## config.mk

```make
export PLATFORM = sky130hd
export DESIGN_NAME = ccx_ic_rr_arbiter_flat
export DESIGN_NICKNAME = d
export VERILOG_FILES = /design/src/rtl/ccx_ic_rr_arbiter_if.sv /design/src/rtl/ccx_ic_rr_arbiter.sv /design/src/flat_wrapper.sv
export SDC_FILE = /design/constraint.sdc
export NUM_CORES = 1
export LEC_CHECK = 0
export BUFFER_PORTS_ARGS = -buffer_cell sky130_fd_sc_hd__buf_2
export CAP_MARGIN = 30
export CORE_AREA = 10 10 179 181
export CTS_CLUSTER_SIZE = 20
export DETAILED_ROUTE_END_ITERATION = 7
export DIE_AREA = 0 0 189 191
export GPL_TIMING_DRIVEN = 0
export PLACE_DENSITY = 0.41
export SYNTH_ARGS = -nofsm -noshare
export SYNTH_HDL_FRONTEND = slang
export SYNTH_SLANG_ARGS = --single-unit
```

## constraint.sdc

```tcl
create_clock -name g_clk -period 4.36 [get_ports g_clk]
set_input_delay 0 -clock g_clk [delete_from_list [all_inputs] [get_ports g_clk]]
set_output_delay 0 -clock g_clk [all_outputs]
set_load 0.03 [all_outputs]
```

## src/rtl/ccx_ic_rr_arbiter_if.sv

```systemverilog
// ccx_ic_rr_arbiter_if: requester-side and target-side buses of the shared memory port arbiter.
// slave is the arbiter's view, master is the view of the surrounding routers/target.
interface ccx_ic_rr_arbiter_if #(
    parameter int NREQ = 2,
    parameter int AW   = 39,
    parameter int DW   = 64,
    parameter int SW   = DW / 8
);
    logic [NREQ-1:0]    req_req;
    logic [NREQ-1:0]    req_gnt;
    logic [NREQ-1:0]    req_wen;
    logic [NREQ*SW-1:0] req_strb;
    logic [NREQ*AW-1:0] req_addr;
    logic [NREQ*DW-1:0] req_wdata;
    logic [NREQ-1:0]    req_recv;
    logic [NREQ-1:0]    req_ack;
    logic               req_error;
    logic [DW-1:0]      req_rdata;
    logic               mem_req;
    logic               mem_gnt;
    logic               mem_wen;
    logic [SW-1:0]      mem_strb;
    logic [AW-1:0]      mem_addr;
    logic [DW-1:0]      mem_wdata;
    logic               mem_recv;
    logic               mem_ack;
    logic               mem_error;
    logic [DW-1:0]      mem_rdata;

    modport slave (
        input  req_req, req_wen, req_strb, req_addr, req_wdata, req_ack,
        input  mem_gnt, mem_recv, mem_error, mem_rdata,
        output req_gnt, req_recv, req_error, req_rdata,
        output mem_req, mem_wen, mem_strb, mem_addr, mem_wdata, mem_ack
    );

    modport master (
        output req_req, req_wen, req_strb, req_addr, req_wdata, req_ack,
        output mem_gnt, mem_recv, mem_error, mem_rdata,
        input  req_gnt, req_recv, req_error, req_rdata,
        input  mem_req, mem_wen, mem_strb, mem_addr, mem_wdata, mem_ack
    );
endinterface

```

## src/rtl/ccx_ic_rr_arbiter.sv

```systemverilog
// ccx_ic_rr_arbiter: round-robin share of one memory target among NREQ requesters with in-order response routing.
// Define CCX_IC_ARB_FIXED_PRIO_EN for fixed lowest-index-wins priority instead of round-robin.
module ccx_ic_rr_arbiter #(
    parameter int NREQ        = 2,
    parameter int AW          = 39,
    parameter int DW          = 64,
    parameter int SW          = DW / 8,
    parameter int OUTSTANDING = 2
) (
    input logic g_clk,
    input logic g_reset,
    ccx_ic_rr_arbiter_if.slave bus
);
    localparam int IW = $clog2(NREQ);
    localparam int PW = OUTSTANDING > 1 ? $clog2(OUTSTANDING) : 1;
    localparam int CW = $clog2(OUTSTANDING + 1);

    typedef enum logic {IDLE, HOLD} state_t;

    state_t         state_q, state_d;
    logic [IW-1:0]  lock_id_q, lock_id_d;
    logic [IW-1:0]  fifo_q [OUTSTANDING];
    logic [IW-1:0]  fifo_d [OUTSTANDING];
    logic [PW-1:0]  wr_q, wr_d, rd_q, rd_d;
    logic [CW-1:0]  cnt_q, cnt_d;
    logic [IW-1:0]  base, scan_sel, sel, head;
    logic           full, empty, mreq, xfer, pop;

`ifdef CCX_IC_ARB_FIXED_PRIO_EN
    assign base = '0;
`else
    logic [IW-1:0] rr_ptr_q, rr_ptr_d;
    assign base = rr_ptr_q;
    assign rr_ptr_d = xfer ? ((sel == IW'(NREQ - 1)) ? '0 : sel + 1'b1) : rr_ptr_q;
`endif

    function automatic logic [PW-1:0] nxt(input logic [PW-1:0] p);
        return (p == PW'(OUTSTANDING - 1)) ? '0 : p + 1'b1;
    endfunction

    // Reverse scan so the first asserted index at or after base wins.
    always_comb begin
        scan_sel = base;
        for (int k = NREQ - 1; k >= 0; k--)
            if (bus.req_req[(int'(base) + k) % NREQ]) scan_sel = IW'((int'(base) + k) % NREQ);
    end

    assign sel   = (state_q == HOLD) ? lock_id_q : scan_sel;
    assign full  = cnt_q == CW'(OUTSTANDING);
    assign empty = cnt_q == '0;
    assign head  = fifo_q[rd_q];
    assign mreq  = !g_reset && bus.req_req[sel] && !full;
    assign xfer  = mreq && bus.mem_gnt;
    assign pop   = !g_reset && !empty && bus.mem_recv && bus.req_ack[head];

    always_ff @(posedge g_clk) begin
        if (g_reset) begin
            state_q   <= IDLE;
            lock_id_q <= '0;
            fifo_q    <= '{default: '0};
            wr_q      <= '0;
            rd_q      <= '0;
            cnt_q     <= '0;
`ifndef CCX_IC_ARB_FIXED_PRIO_EN
            rr_ptr_q  <= '0;
`endif
        end else begin
            state_q   <= state_d;
            lock_id_q <= lock_id_d;
            fifo_q    <= fifo_d;
            wr_q      <= wr_d;
            rd_q      <= rd_d;
            cnt_q     <= cnt_d;
`ifndef CCX_IC_ARB_FIXED_PRIO_EN
            rr_ptr_q  <= rr_ptr_d;
`endif
        end
    end

    // A dropped request in HOLD abandons the lock without a transfer.
    always_comb begin
        state_d   = (state_q == IDLE) ? ((mreq && !bus.mem_gnt) ? HOLD : IDLE)
                                      : ((xfer || !bus.req_req[lock_id_q]) ? IDLE : HOLD);
        lock_id_d = sel;
        fifo_d    = fifo_q;
        if (xfer) fifo_d[wr_q] = sel;
        wr_d      = xfer ? nxt(wr_q) : wr_q;
        rd_d      = pop ? nxt(rd_q) : rd_q;
        cnt_d     = cnt_q + CW'(xfer) - CW'(pop);
    end

    always_comb begin
        bus.mem_req   = mreq;
        bus.mem_wen   = bus.req_wen[sel];
        bus.mem_strb  = bus.req_strb[int'(sel) * SW +: SW];
        bus.mem_addr  = bus.req_addr[int'(sel) * AW +: AW];
        bus.mem_wdata = bus.req_wdata[int'(sel) * DW +: DW];
        bus.req_gnt   = xfer ? NREQ'(1) << sel : '0;
        bus.req_recv  = (!g_reset && !empty && bus.mem_recv) ? NREQ'(1) << head : '0;
        bus.mem_ack   = !g_reset && !empty && bus.req_ack[head];
        bus.req_rdata = bus.mem_rdata;
        bus.req_error = bus.mem_error;
    end
endmodule

```

## src/flat_wrapper.sv

```systemverilog
// flat-port wrapper written by rule: the top's interface ports become plain ports
module ccx_ic_rr_arbiter_flat 
#(
    parameter int NREQ        = 2,
    parameter int AW          = 39,
    parameter int DW          = 64,
    parameter int SW          = DW / 8,
    parameter int OUTSTANDING = 2
)
  (g_clk, g_reset, bus_req_req, bus_req_wen, bus_req_strb, bus_req_addr, bus_req_wdata, bus_req_ack, bus_mem_gnt, bus_mem_recv, bus_mem_error, bus_mem_rdata, bus_req_gnt, bus_req_recv, bus_req_error, bus_req_rdata, bus_mem_req, bus_mem_wen, bus_mem_strb, bus_mem_addr, bus_mem_wdata, bus_mem_ack);
  ccx_ic_rr_arbiter_if #(.NREQ(NREQ), .AW(AW), .DW(DW), .SW(SW)) bus_i ();
  input logic g_clk;
  input logic g_reset;
  input wire logic [$bits(bus_i.req_req)-1:0] bus_req_req;
  input wire logic [$bits(bus_i.req_wen)-1:0] bus_req_wen;
  input wire logic [$bits(bus_i.req_strb)-1:0] bus_req_strb;
  input wire logic [$bits(bus_i.req_addr)-1:0] bus_req_addr;
  input wire logic [$bits(bus_i.req_wdata)-1:0] bus_req_wdata;
  input wire logic [$bits(bus_i.req_ack)-1:0] bus_req_ack;
  input wire logic [$bits(bus_i.mem_gnt)-1:0] bus_mem_gnt;
  input wire logic [$bits(bus_i.mem_recv)-1:0] bus_mem_recv;
  input wire logic [$bits(bus_i.mem_error)-1:0] bus_mem_error;
  input wire logic [$bits(bus_i.mem_rdata)-1:0] bus_mem_rdata;
  output wire logic [$bits(bus_i.req_gnt)-1:0] bus_req_gnt;
  output wire logic [$bits(bus_i.req_recv)-1:0] bus_req_recv;
  output wire logic [$bits(bus_i.req_error)-1:0] bus_req_error;
  output wire logic [$bits(bus_i.req_rdata)-1:0] bus_req_rdata;
  output wire logic [$bits(bus_i.mem_req)-1:0] bus_mem_req;
  output wire logic [$bits(bus_i.mem_wen)-1:0] bus_mem_wen;
  output wire logic [$bits(bus_i.mem_strb)-1:0] bus_mem_strb;
  output wire logic [$bits(bus_i.mem_addr)-1:0] bus_mem_addr;
  output wire logic [$bits(bus_i.mem_wdata)-1:0] bus_mem_wdata;
  output wire logic [$bits(bus_i.mem_ack)-1:0] bus_mem_ack;
  assign bus_i.req_req = bus_req_req;
  assign bus_i.req_wen = bus_req_wen;
  assign bus_i.req_strb = bus_req_strb;
  assign bus_i.req_addr = bus_req_addr;
  assign bus_i.req_wdata = bus_req_wdata;
  assign bus_i.req_ack = bus_req_ack;
  assign bus_i.mem_gnt = bus_mem_gnt;
  assign bus_i.mem_recv = bus_mem_recv;
  assign bus_i.mem_error = bus_mem_error;
  assign bus_i.mem_rdata = bus_mem_rdata;
  assign bus_req_gnt = bus_i.req_gnt;
  assign bus_req_recv = bus_i.req_recv;
  assign bus_req_error = bus_i.req_error;
  assign bus_req_rdata = bus_i.req_rdata;
  assign bus_mem_req = bus_i.mem_req;
  assign bus_mem_wen = bus_i.mem_wen;
  assign bus_mem_strb = bus_i.mem_strb;
  assign bus_mem_addr = bus_i.mem_addr;
  assign bus_mem_wdata = bus_i.mem_wdata;
  assign bus_mem_ack = bus_i.mem_ack;
  ccx_ic_rr_arbiter #(.NREQ(NREQ), .AW(AW), .DW(DW), .SW(SW), .OUTSTANDING(OUTSTANDING)) u_core (.g_clk(g_clk), .g_reset(g_reset), .bus(bus_i));
endmodule
```

==> impl_metrics.ini, run 1 <==
[cells_and_area]
final_util = 0.1741
nFillCells = 3255
num-nets-final = 967
multi_input_area_um2 = 1558
drive_gt1_frac = 0.7425
synthToLayoutAreaGrowth_pct = 112.7
instances_no_fill = 1052
layout.area.seq_um2 = 180.2
design_area_um2 = 4956
antenna_cells = 0

[cts]
cts_made_buffers = 3
cts-hold-fix-buffers = 0
cts.sinks = 9
postCtsSetupRepairBufs = 0
h-tree-depth = 1
cts_tree = done
cts_resized = 0
clk_pin_slew_worst_paths_ns = 0.04
clockBufferDepth = 2
clk_latency_ns = 0.23
cts-root-buf = clkbuf_16

[logic_synthesis]
synth-seq-cells = 9
synth-main-ff-cell = dfxtp_1
synth-async-reset-ratio = 0
synth_edf_count = 0
yosys-top-cells-count = mux2_1, buf_4, dfxtp_1, a21oi_1
ys_warn_count = 0
synth.most_common_cell = mux2_1
netlist_area_um2 = 2330
synth-seq-area-share = 0.07734
synth_cell_types = 28
synth_top_cell_by_area = mux2_1
syn_nets = 549
netlist.area_leader.share = 0.5462
synthTopCellsByArea = mux2_1, buf_4, dfxtp_1
avgSynthCellArea_um2 = 9.282
synth_cells = 251

[global_routing]
grt_remaining_overflow = 0
grtUsageTotal = 0.08974
grt_max_degree = 11
grt_pass1_vias = 3637
grt_antenna_before_repair = 1
grt_pass1_wl_um = 25070

[timing]
relSlewSlack = 0.6880
rsz0062_at_grt = no
finalHoldViolCount = 0
report.final.slew_viol_count = 0
setup_ws_ns = 2.104
setup_viol = 0
fin_setup_tns_ns = 0
min_period_ns = 2.256
fmax_mhz = 443.2
fin_skew_ns = 0.001223
worstMarginPinSlew_ns = 0.4680
finalCritPeriodShare = 0.5175

[power_and_ir_drop]
switching_share = 0.5191
irDropWorstVdd_v = 0.0001155
p_leak_nw = 2.688
comb_power_share = 0.765
power.density_nw_per_um2 = 218.4
power_frac_clock = 0.149
p_int_mw = 0.5205
switchingPower_mw = 0.5618
seqPwrFrac = 0.087

[worst_setup_path]
r2r-end = u_core.cnt_q[1]
worst_ep_required_time_ns = 4.36
setup.worst_path.class = reg2out
worst_r2r_path_depth = 6
path_max_fanout = 10
cp-start-kind = register
rr_startpoint = u_core.rd_q
critical_path.endpoint = bus_mem_addr[13]
arrival_ns = 2.26
rrSetupSlack_ns = 2.37
crit_path_start = u_core.state_q
end_kind = output pin

[placed_design]
gp_congestion = 0.7790
placed_cell_area_um2 = 4877
dp_slack_ns = 2.148
detailed_place_hpwl_um = 17400
buffer_ports.inserted = 413
place_inst = 1048

[detailed_routing]
postRouteAntennaNets = 0
firstDrtPassIters = 4
drt-wirelength-per-cell_um = 17.81
vias = 3321
wl_um = 18730
drc = 0
drt_iter0_drc = 68
via_per_inst = 3.157

[hold_path]
min_path_type = in2reg

[floorplan]
initial_core_util = 0.08183
die_w_um = 189
top_level_ports = 480
die_h_um = 191
dieArea_um2 = 36100
rows = 62
core_um2 = 28470

[run_status]
status = finished clean

[run]
max-cap-violations = 0
==> registers in the layout (all words and copies together) (netlist names) <==
| signal | cells |
|---|---|
| u_core.cnt_q | 2 |
| u_core.fifo_q | 2 |
| u_core.base | 1 |
| u_core.lock_id_q | 1 |
| u_core.rd_q | 1 |
| u_core.state_q | 1 |
| u_core.wr_q | 1 |
==> layout by cell type, fill, tap and decap left out, drive strengths merged <==
| cell | synthesis | layout |
|---|---|---|
| xor2 | 1 | 1 |
| o221a | 1 | 1 |
| ha | 1 | 1 |
| o211ai | 2 | 2 |
| o311a | 1 | 1 |
| nor2 | 4 | 4 |
| or3 | 1 | 1 |
| clkbuf | 2 | 6 |
| nor3 | 4 | 4 |
| o21ai | 3 | 3 |
| a21boi | 2 | 2 |
| nand4 | 1 | 1 |
| nand2 | 5 | 5 |
| mux2 | 113 | 113 |
| nor2b | 3 | 3 |
| inv | 5 | 5 |
| a31o | 1 | 1 |
| and2 | 1 | 1 |
| nand2b | 3 | 3 |
| buf | 77 | 490 |
| a21oi | 6 | 6 |
| dfxtp | 9 | 9 |
| mux2i | 3 | 3 |
| nand3 | 1 | 1 |
| o221ai | 1 | 1 |
==> worst max-delay path, cell delays in order, from the launching register on <==
cell and delay (ns):
dfxtp_1 0.34, inv_1 0.08, o211ai_2 0.11, nand2_1 0.25, buf_2 0.37, buf_4 0.26, mux2_1 0.40, buf_2 0.20
==> power groups by stage <==
stage | logic (mW) | registers (mW) | clock network, mW
CTS | 0.844 | 0.0938 | 0.166
global route | 0.882 | 0.0950 | 0.171
finish | 0.828 | 0.0937 | 0.161
global placement | 0.841 | 0.0951 | 0
floorplan | 0.536 | 0.0935 | 0
detailed placement | 0.840 | 0.0950 | 0
==> logic make-up (layout without fill, tap and decap cells) <==
kind of cell / count (synthesis) / in the layout / share of synthesized area
adder cells (fa/ha/maj): 1 / 1 / 0.005370
AND/OR/NAND/NOR: 23 / 23 / 0.04941
multiplexers: 116 / 116 / 0.5591
buffers and inverters: 84 / 501 / 0.2540
XOR/XNOR: 1 / 1 / 0.003760
flip-flops: 9 / 9 / 0.07733
AO/OA/AOI/OAI: 17 / 17 / 0.05102
==> per-layer routing <==
metal	vias up	share of wire	wire length (µm)	global-route usage
met4	0	0.0032	60	0.007326
met2	191	0.53	9977	0.1677
met5	-	0	0	0
li1	1661	-	-	-
met1	1463	0.38	7190	0.1033
met3	6	0.080	1502	0.02405
==> worst min-delay path by stage <==
stage	cells after the start	startpoint	slack [ns]	to
finish	2	g_reset	0.15	u_core.base
CTS	2	g_reset	0.16	u_core.base
global placement	2	bus_mem_rdata[8]	0.26	bus_req_rdata[8]
detailed placement	2	bus_mem_rdata[28]	0.26	bus_req_rdata[28]
global route	2	g_reset	0.17	u_core.base
floorplan	1	bus_mem_error	0.13	bus_req_error
==> area by class of cell <==
| cell class | instances | share of cell area |
|---|---|---|
| clock buffers | 4 | 0.01591 |
| plain buffers | 79 | 0.1156 |
| repair buffers | 413 | 0.4171 |
| flip-flops and latches | 9 | 0.03635 |
| well taps | 384 | 0.09695 |
| multi-input cells | 158 | 0.3143 |
| inverters | 5 | 0.003787 |
==> stage by stage <==
stage,power (mW),hold WS (ns)
after CTS,1.104,0.1565
after detailed placement,0.9351,0.2557
after global routing,1.148,0.1738
final,1.082,0.1483
after global placement,0.9360,0.2566
after floorplan,0.6291,0.1317
Power figures use the tool's default switching activity.
==> run 2: changes to the inputs <==
Settings changed: CORE_AREA 10 10 179 181 to 10 10 181 183, DIE_AREA 0 0 189 191 to 0 0 191 193, PLACE_DENSITY 0.41 to 0.4.
Clock period 4.36 ns to 2.27 ns, I/O delays scaled along.
==> run 2 against run 1 <==
  * Core utilization fell by 0.41 points
  * Hold slack got worse by 0.0064 ns
  * Critical path depth fell by 1
  * Sequential power rose by 93%
  * Largest power group unchanged
  * Total power rose by 91%
  * Worst setup slack got worse by 1.9 ns
  * Critical endpoint is now u_core.cnt_q[1]
  * Final cell count rose by 0.67%
  * Global-route usage fell by 1.2 points
  * Sequential share of layout area barely moved
  * Flip-flop and latch count did not move
  * Final area rose by 0.30%
==> impl_metrics.ini, run 2 (synthesis gave the netlist of run 1 again) <==
[timing]
setup_viol = 0
worstMarginPinSlew_ns = 0.4997
relSlewSlack = 0.6669
fin_skew_ns = 0.0003290
min_period_ns = 2.079
timing.hold.ws_ns = 0.1419
report.final.slew_viol_count = 0
finalHoldViolCount = 0
fin_setup_tns_ns = 0
finalCritPeriodShare = 0.9157
fmax_mhz = 481.1
rsz0062_at_grt = no

[worst_setup_path]
crit_slowest_cell = dfxtp_1
arrival_ns = 2.24
crit_path_start = u_core.rd_q
setup.worst_path.class = reg2reg
worst_r2r_path_depth = 6
path_max_fanout = 4
critical-path-top-delay-family = multiplexers
r2r-end = u_core.cnt_q[1]
cp-start-kind = register
cpPeakStageDelay_ns = 0.36
worst_ep_required_time_ns = 2.43
crit_buf_inv = 0
crit_path_frequent_cell = mux2i_1
rrSetupSlack_ns = 0.19
rr_startpoint = u_core.rd_q
crit_chain = mux2i_1, mux2i_1, nor2_1, ha_1, nor3_1, mux2i_1
end_kind = register

[cells_and_area]
layout.area.seq_um2 = 180.2
num-nets-final = 967
drive_gt1_frac = 0.7440
final_cell_mix = buf_2, mux2_1, buf_4, dfxtp_1, a21oi_1
synthToLayoutAreaGrowth_pct = 113.4
reg_top3 = u_core.cnt_q: 2 flops, u_core.fifo_q: 2 flops
nFillCells = 3321
instances_no_fill = 1059
multi_input_area_um2 = 1560
final_common_cell = buf_2

[cts]
h-tree-depth = 1
clockBufferDepth = 2
cts_made_buffers = 3
clk_latency_ns = 0.24
cts.sinks = 9
cts_tree = done
cts-hold-fix-buffers = 0
postCtsSetupRepairBufs = 0
clk_pin_slew_worst_paths_ns = 0.04
cts-root-buf = clkbuf_16

[global_routing]
grt_pass1_wl_um = 22470
grt_pass1_vias = 3663
grt_remaining_overflow = 0
grt_antenna_before_repair = 2
grt_max_degree = 11
grtUsageTotal = 0.07735

[detailed_routing]
postRouteAntennaNets = 0
via_per_inst = 3.144
drt_iter0_drc = 41
firstDrtPassIters = 4
drc = 0
drt-wirelength-per-cell_um = 15.94
vias = 3330
wl_um = 16880

[floorplan]
die_w_um = 191
initial_core_util = 0.07966
die_h_um = 193
rows = 63
core_um2 = 29240
dieArea_um2 = 36860
top_level_ports = 480

[power_and_ir_drop]
comb_power_share = 0.761
switchingPower_mw = 1.065
switching_share = 0.5155
power_frac_clock = 0.151
seqPwrFrac = 0.087
p_leak_nw = 2.688
power.density_nw_per_um2 = 415.7
p_int_mw = 1.001
irDropWorstVdd_v = 0.0002775

[run]
max-cap-violations = 0

[hold_path]
worstHoldEndpoint = u_core.base
hp-start = g_reset
min_path_type = in2reg
whs_path_depth = 2

[placed_design]
place_inst = 1054
gp_congestion = 0.8061
buffer_ports.inserted = 413
detailed_place_hpwl_um = 15620

[run_status]
status = finished clean
run 2: changes by cell type in the layout (fill, tap and decap cells not counted), sizes merged:
cell | before | now
diode | 0 | 1
run 2: power by group through the flow:
| stage | Combinational, mW | Sequential [mW] | Clock [mW] |
|---|---|---|---|
| after global placement | 1.60 | 0.183 | 0 |
| after CTS | 1.61 | 0.181 | 0.318 |
| after global routing | 1.69 | 0.183 | 0.327 |
| after floorplan | 1.03 | 0.180 | 0 |
| after detailed placement | 1.60 | 0.183 | 0 |
| final | 1.57 | 0.181 | 0.313 |
run 2: worst register-to-register path, cell delays in order, from the launching register on:
cell and delay, ns:
dfxtp_1 0.36, mux2i_1 0.36, mux2i_1 0.36, nor2_1 0.08
ha_1 0.32, nor3_1 0.29, mux2i_1 0.24
run 2: timing repair:
action / in CTS / in global routing
endpoints found under the setup margin: 69 / 0
endpoints found under the hold margin: 0 / 0
resized for setup: 2 / 0
run 2: worst max path at each step:
stage | endpoint | cells past startpoint
floorplan | u_core.cnt_q[1] | 6
global placement | bus_mem_addr[15] | 7
detailed placement | bus_mem_addr[15] | 7
CTS | bus_mem_addr[15] | 7
global route | bus_mem_wdata[23] | 7
finish | u_core.cnt_q[1] | 6
run 2: cell type report:
class,instances,share of cell area
antenna,1,0.0005034
buffer,79,0.1158
clock buffer,4,0.01586
inverter,5,0.003775
multi-input combinational,158,0.3139
sequential,9,0.03624
tap,390,0.09816
timing repair buffer,413,0.4158
run 2: routing by layer:
layer  part of all wire  up-vias  global-route usage
met5                  0        -                   0
met4             0.0021        0             0.01030
met3              0.088        5             0.02248
met2               0.54      192              0.1430
met1               0.37     1477             0.08788
li1                   -     1656                   -
run 2: through the flow:
| stage | instance area, µm² | total power, mW | setup WS, ns | utilization |
|---|---|---|---|---|
| global placement | 4885 | 1.784 | 0.09441 | 0.1670 |
| detailed placement | 4885 | 1.782 | 0.08881 | 0.1670 |
| CTS | 4969 | 2.107 | 0.08689 | 0.1699 |
| global route | 4971 | 2.199 | 0.009066 | 0.1700 |
| floorplan | 2330 | 1.208 | 0.4793 | - |
| finish | 4971 | 2.066 | 0.1913 | 0.1700 |
